`src/rtl/countdown_timer_if.sv`:
```
// rtl/countdown_timer_if.sv - control/status bundle between a timer user (master) and countdown_timer (slave)
interface countdown_timer_if #(
  parameter int WordSize = 16
);
  logic                LE;
  logic                DE;
  logic                CLR;
  logic                AR;
  logic [WordSize-1:0] data;
  logic [WordSize-1:0] result;
  logic                zero;
  logic                busy;
  logic                pend;
  logic                ovf;

  modport master (
    output LE, DE, CLR, AR, data,
    input  result, zero, busy, pend, ovf
  );

  modport slave (
    input  LE, DE, CLR, AR, data,
    output result, zero, busy, pend, ovf
  );
endinterface

```
`src/rtl/countdown_timer.sv`:
```
// rtl/countdown_timer.sv - loadable down-counter with sticky terminal-count flag and optional auto-reload
module countdown_timer #(
  parameter int WordSize = 16
) (
  input  logic               clk,
  input  logic               reset,
  countdown_timer_if.slave   bus
);
  typedef enum logic [1:0] {
    IDLE = 2'd0,
    RUN  = 2'd1,
    DONE = 2'd2
  } state_t;

  state_t              state, state_next;
  logic [WordSize-1:0] count, count_next;
  logic [WordSize-1:0] reload, reload_next;
  logic                pend, pend_next;
  logic                ovf, ovf_next;

  logic load;
  logic tick;
  logic terminal;

  assign load     = !bus.LE;
  assign tick     = !load && (state == RUN) && !bus.DE;
  assign terminal = tick && (count == WordSize'(1));

  always_ff @(posedge clk) begin
    if (reset) begin
      state  <= IDLE;
      count  <= '0;
      reload <= '0;
      pend   <= 1'b0;
      ovf    <= 1'b0;
    end else begin
      state  <= state_next;
      count  <= count_next;
      reload <= reload_next;
      pend   <= pend_next;
      ovf    <= ovf_next;
    end
  end

  always_comb begin
    state_next  = state;
    count_next  = count;
    reload_next = reload;
    pend_next   = pend;
    ovf_next    = ovf;

    if (load) begin
      count_next  = bus.data;
      reload_next = bus.data;
      state_next  = (bus.data != '0) ? RUN : IDLE;
    end else if (tick) begin
      if (terminal) begin
        if (bus.AR) begin
          count_next = reload;
        end else begin
          count_next = '0;
          state_next = DONE;
        end
      end else begin
        count_next = count - WordSize'(1);
      end
    end

    // A terminal tick beats a same-cycle clear; the old pend is treated as acknowledged.
    if (terminal) begin
      pend_next = 1'b1;
      ovf_next  = bus.CLR ? (ovf | pend) : 1'b0;
    end else if (!bus.CLR) begin
      pend_next = 1'b0;
      ovf_next  = 1'b0;
    end
  end

  assign bus.result = count;
  assign bus.zero   = (count == '0);
  assign bus.busy   = (state == RUN);
  assign bus.pend   = pend;
  assign bus.ovf    = ovf;
endmodule

```
`src/flat_wrapper.sv`:
```
// flat-port wrapper written by rule: the top's interface ports become plain ports
module countdown_timer_flat 
#(
  parameter int WordSize = 16
)
  (clk, reset, bus_LE, bus_DE, bus_CLR, bus_AR, bus_data, bus_result, bus_zero, bus_busy, bus_pend, bus_ovf);
  countdown_timer_if #(.WordSize(WordSize)) bus_i ();
  input  logic clk;
  input  logic reset;
  input wire logic [$bits(bus_i.LE)-1:0] bus_LE;
  input wire logic [$bits(bus_i.DE)-1:0] bus_DE;
  input wire logic [$bits(bus_i.CLR)-1:0] bus_CLR;
  input wire logic [$bits(bus_i.AR)-1:0] bus_AR;
  input wire logic [$bits(bus_i.data)-1:0] bus_data;
  output wire logic [$bits(bus_i.result)-1:0] bus_result;
  output wire logic [$bits(bus_i.zero)-1:0] bus_zero;
  output wire logic [$bits(bus_i.busy)-1:0] bus_busy;
  output wire logic [$bits(bus_i.pend)-1:0] bus_pend;
  output wire logic [$bits(bus_i.ovf)-1:0] bus_ovf;
  assign bus_i.LE = bus_LE;
  assign bus_i.DE = bus_DE;
  assign bus_i.CLR = bus_CLR;
  assign bus_i.AR = bus_AR;
  assign bus_i.data = bus_data;
  assign bus_result = bus_i.result;
  assign bus_zero = bus_i.zero;
  assign bus_busy = bus_i.busy;
  assign bus_pend = bus_i.pend;
  assign bus_ovf = bus_i.ovf;
  countdown_timer #(.WordSize(WordSize)) u_core (.clk(clk), .reset(reset), .bus(bus_i));
endmodule
```
`config.mk`:
```
export PLATFORM = sky130hd
export DESIGN_NAME = countdown_timer_flat
export DESIGN_NICKNAME = d
export VERILOG_FILES = /design/src/rtl/countdown_timer_if.sv /design/src/rtl/countdown_timer.sv /design/src/flat_wrapper.sv
export SDC_FILE = /design/constraint.sdc
export NUM_CORES = 1
export LEC_CHECK = 0
export CAP_MARGIN = 40
export CORE_ASPECT_RATIO = 1.25
export CORE_MARGIN = 10
export CORE_UTILIZATION = 46
export DETAILED_ROUTE_END_ITERATION = 6
export PLACE_DENSITY = 0.74
export SYNTH_ARGS = -nofsm -noshare
export SYNTH_HDL_FRONTEND = slang
export SYNTH_SLANG_ARGS = --single-unit
```
`constraint.sdc`:
```
create_clock -name clk -period 2.62 [get_ports clk]
set_input_delay 0.393 -clock clk [delete_from_list [all_inputs] [get_ports clk]]
set_output_delay 0.393 -clock clk [all_outputs]
set_load 0.03 [all_outputs]
```
* Word-level counts from Yosys, hierarchy flattened *
Cells that the tools add are included.

word-level totals
  bits in registers = 36
  logic and storage cells = 33

cells by class
  add/sub/neg operators = 1
  eq/ne operators = 6
  multiplexer cells = 13
  bitwise gates (word level) = 1
  reductions and logical operators = 7

operator list
  cell                                                                      number
  16-bit two-way mux                                                        4
  16-bit by 1-bit == test with 1-bit output (second input constant)         1
  16-bit zero test                                                          1
  16-bit nonzero test                                                       1
  16-bit by 1-bit subtractor with 16-bit output (second input constant)     1
  2-bit two-way mux                                                         4
  2-bit by 1-bit inequality test with 1-bit output (second input constant)  3
  1-bit two-way mux                                                         5
  1-bit logical AND                                                         3
  3-bit AND reduction                                                       1
  2-bit by 1-bit == test with 1-bit output (second input constant)          1
  2-bit inequality test (second input constant)                             1
  1-bit zero test                                                           1
  1-bit OR                                                                  1

* Depth between registers and ports, before layout *
  depth in word-level cells = 7
  depth in mapped cells = 8

* Worst setup path after synthesis *
No wires, ideal clock.

  kind = register to output
  start point = reg u_core.count[0], in the netlist u_core.bus.result[0]
  end point = out bus_zero
  data arrival time = 1967 ps
  required time = 2227 ps
  slack = 260 ps
  cell stages (with the launch flop) = 6
  buffers on the path = 0
  path through = dfxtp_1 > inv_1 > ha_1 > nor3b_1 > nand4_1 > nor3_1

between the ends
  cells in the longest elaborated chain, start to end = 1

RTL lines
  item                    line                   source
  from (decl)             countdown_timer.sv:16  logic [WordSize-1:0] count, count_next;
  from (signal assigned)  countdown_timer.sv:38  count <= count_next;
  16-bit zero test        countdown_timer.sv:80  assign bus.zero = (count == '0);
  to (decl)               flat_wrapper.sv:16     output wire logic [$bits(bus_i.zero)-1:0] bus_zero;

Every way passes these cells.

* Worst setup path in the final report *
  start point = reg u_core.count[0], in the netlist u_core.bus.result[0]
  end point = reg u_core.count[0], in the netlist u_core.bus.result[0]

between the ends
  cells in the longest elaborated chain, start to end = 5

RTL lines
  item                                                                                                   line                   source
  parallel branches: the longest is 2 deep, another holds 16-bit by 1-bit subtractor with 16-bit output  --
  16-bit two-way mux *                                                                                   countdown_timer.sv:57  if (terminal) begin
  16-bit two-way mux *                                                                                   countdown_timer.sv:56  end else if (tick) begin
  16-bit two-way mux *                                                                                   countdown_timer.sv:52  if (load) begin

Every way passes the cells marked *. The select of a mux whose other input is x is not followed.
A chain may end at the register's enable or synchronous reset.

==> metrics.yaml <==
worst_setup_path:
  crit_end: "u_core.bus.result[0]"
  cp.depth: 7
  reg2reg_slack_ns: 0.25
  arrival_ns: 2.59
  critPathTopFamily: "simple AND/OR/NAND/NOR gates"
  crit_buf_inv: 1
  cp_slowest_cell: "dfxtp_1"
  cp_cell_sequence: "ha_1 -> nor3b_1 -> nand4_2 -> buf_4 -> nor2_1 -> nand2_1 -> a21oi_1"
  rr_worst_depth: 7
  required_ns: 2.84
  critPathKind: "reg2reg"
  worstReg2RegEnd: "u_core.bus.result[0]"
  worstSetupStartpoint: "u_core.bus.result[0]"
  end_kind: "flop"
  crit_path_max_incr_delay_ns: 0.42
  crit_fanout: 8
  cp-start-kind: "flop"
  rr_startpoint: "u_core.bus.result[0]"
cells_and_area:
  final_cell_mix: "clkdlybuf4s50_1 (40), dfxtp_1 (36), a21oi_1 (33), nand2_1 (23), nor2_1 (19)"
  multi_input_area_sq_um: 1130
  area_growth_pct: 31.9
  nFillCells: 385
  num_antenna_cells: 0
  layoutNonFillerInstCount: 334
  drive_gt1_share_pct: 11.2
  layout_commonest_cell: "clkdlybuf4s50_1"
  regArea_sq_um: 721
  nets: 301
  fin_area_sq_um: 2530
timing:
  final_hold_viol_count: 0
  clock.fmax_mhz: 423
  slew_headroom_pct: 64.8
  fin_skew_ns: 0.00570
  setup_tns_ns: 0
  setup_viol_count_final: 0
  finalMaxSlewViolations: 0
  fin_ws_ns: 0.254
  grt_setup_unrepaired: "no"
  finalCriticalPeriod_ns: 2.37
  hold_slack_ns: 0.466
  tightest_slew_ns: 0.525
  period_share_pct: 90.3
placement:
  dp_cells: 326
  placed_cell_area_sq_um: 2420
  gp_congestion: 0.881
  place_hpwl_um: 4290
  io_buffers: 41
  pre_cts_slack_ns: 0.281
yosys:
  ys_ff_latch: 36
  synth-edff-count: 0
  synth_top_area_share_pct: 37.6
  synthTopCellsByArea: "dfxtp_1 (38%), a21oi_1 (8.6%), nand2_1 (4.5%), nor2_1 (3.7%), nor2b_1 (2.9%)"
  syn_area_sq_um: 1920
  yosys_warnings: 0
  synthCells: 231
  ys_async_sr_fraction_pct: 0
  synth_nets: 255
  synth_top_cell_by_area: "dfxtp_1"
  synth_cell_type_count: 47
  synth.avg_cell_area_sq_um: 8.29
  synth-main-ff-cell: "dfxtp_1"
  seq_area_frac_synth_pct: 37.6
detailed_routing:
  drtAntennaViolNets: 0
  vias: 1912
  wire_per_inst_um: 16.9
  drc_errors: 0
  firstDrtPassIters: 4
  drt_iter0_markers: 166
  via_per_inst: 5.72
  wirelength_um: 5640
floorplan:
  io_pins: 42
  start_util_pct: 47.1
  die_area_sq_um: 7160
  rows: 26
  die-height_um: 92.2
  fp.dieW_um: 77.7
  core_area_sq_um: 4070
worst_hold_path:
  min_from: "u_core.reload[11]"
  min_path_type: "reg2reg"
  worstHoldPathCells: 1
global_routing:
  gr-total-overflow: 0
  grt_first_pass_wirelength_um: 9180
  antenna_found_initial: 0
  grt_usage_pct: 15.6
  grt_pass1_vias: 1866
  grt_max_degree: 25
power:
  power_frac_clock_pct: 33.9
  power_frac_comb_pct: 23.0
  powerDensity_nw_per_um2: 569
  internal_power_mw: 1.02
  switching_share_pct: 29.2
  leakagePower_nw: 0.934
  switchingPower_uw: 419
  seqPwrFrac_pct: 43.1
  vdd_ir_drop_max_mv: 0.297
clock_network:
  cts_resized: 1
  cts_buffers: 5
  clk_pin_slew_worst_paths_ns: 0.07
  ctsHoldBuffers: 0
  cts_num_sinks: 36
  cts_buffer_depth: 2
  cts-htree-levels: 2
  cts_tree: "yes"
  clock_latency_ns: 0.29
  root_buffer: "clkbuf_8"
  cts_setup_buffers: 0
run:
  maxCapViolations: 0
run_status:
  run_status: "complete, no violations"
-- routing by layer --
metal  global-route usage, %  part of all wire [%]
met4                    8.08                   3.1
met1                    18.7                    44
met5                       0                     0
met2                    25.5                    46
met3                    3.22                   6.7
-- cells by family (layout without fill, tap and decap cells) --
family          count (synthesis)  after routing  synth area share [%]
compound gates                 63             63                  20.2
xor+xnor                        8              8                  3.66
fa+ha+maj                       2              2                  1.31
buf+inv                        14             61                  3.20
flops                          36             36                  37.6
mux                             6              6                  3.27
simple gates                  102            102                  30.7
-- power groups by stage --
stage	registers [mW]	clock network (mW)	logic (mW)
6_report	0.619	0.487	0.330
3_3_place_gp	0.631	0	0.327
3_5_place_dp	0.631	0	0.329
4_1_cts	0.619	0.491	0.330
5_1_grt	0.625	0.519	0.360
2_1_floorplan	0.654	0	0.174
-- registers in the layout, indices dropped and copies added (netlist names) --
signal and flops:
u_core.bus.pend 1, u_core.bus.result 16, u_core.reload 16, u_core.state 2, u_core.bus.ovf 1
-- layout make-up --
cell class	instances	share of cell area [%]
Multi-Input combinational cell	181	44.9
Sequential cell	36	28.5
Timing Repair Buffer	51	19.2
Tap cell	56	2.77
Clock buffer	5	2.72
Clock inverter	3	1.68
Inverter	2	0.297
-- worst min path at each step --
stage	end	slack, ns
6_report	u_core.bus.result[11]	0.47
5_1_grt	u_core.bus.result[14]	0.49
4_1_cts	u_core.reload[15]	0.47
3_5_place_dp	u_core.bus.result[11]	0.45
3_3_place_gp	u_core.bus.result[12]	0.45
2_1_floorplan	u_core.bus.result[14]	0.43
-- cell usage after synthesis, types with 2 or more instances --
master	n
a221oi_1	3
nor4_1	6
xor2_1	5
xnor2_1	3
ha_1	2
or4_4	2
a21oi_1	33
nor2b_1	9
nor3b_1	5
o21ai_0	5
nor3_1	10
or3b_2	2
mux2i_1	4
nor2_1	19
buf_1	2
and3_1	2
a2bb2oi_1	2
inv_1	2
a211o_1	5
mux2_2	2
nand2_1	23
nand3_1	3
o22ai_1	3
o31ai_1	3
dfxtp_1	36
nand4_1	4
nand2b_1	7
nor4_2	3
clkbuf_1	8
-- through the flow --
stage	power [mW]	util (%)
final	1.44	62.2
after global routing	1.50	62.2
after CTS	1.44	62.2
after detailed placement	0.961	59.4
after global placement	0.958	59.4
after floorplan	0.828	-
No activity file was read; power rests on OpenSTA's default activity.
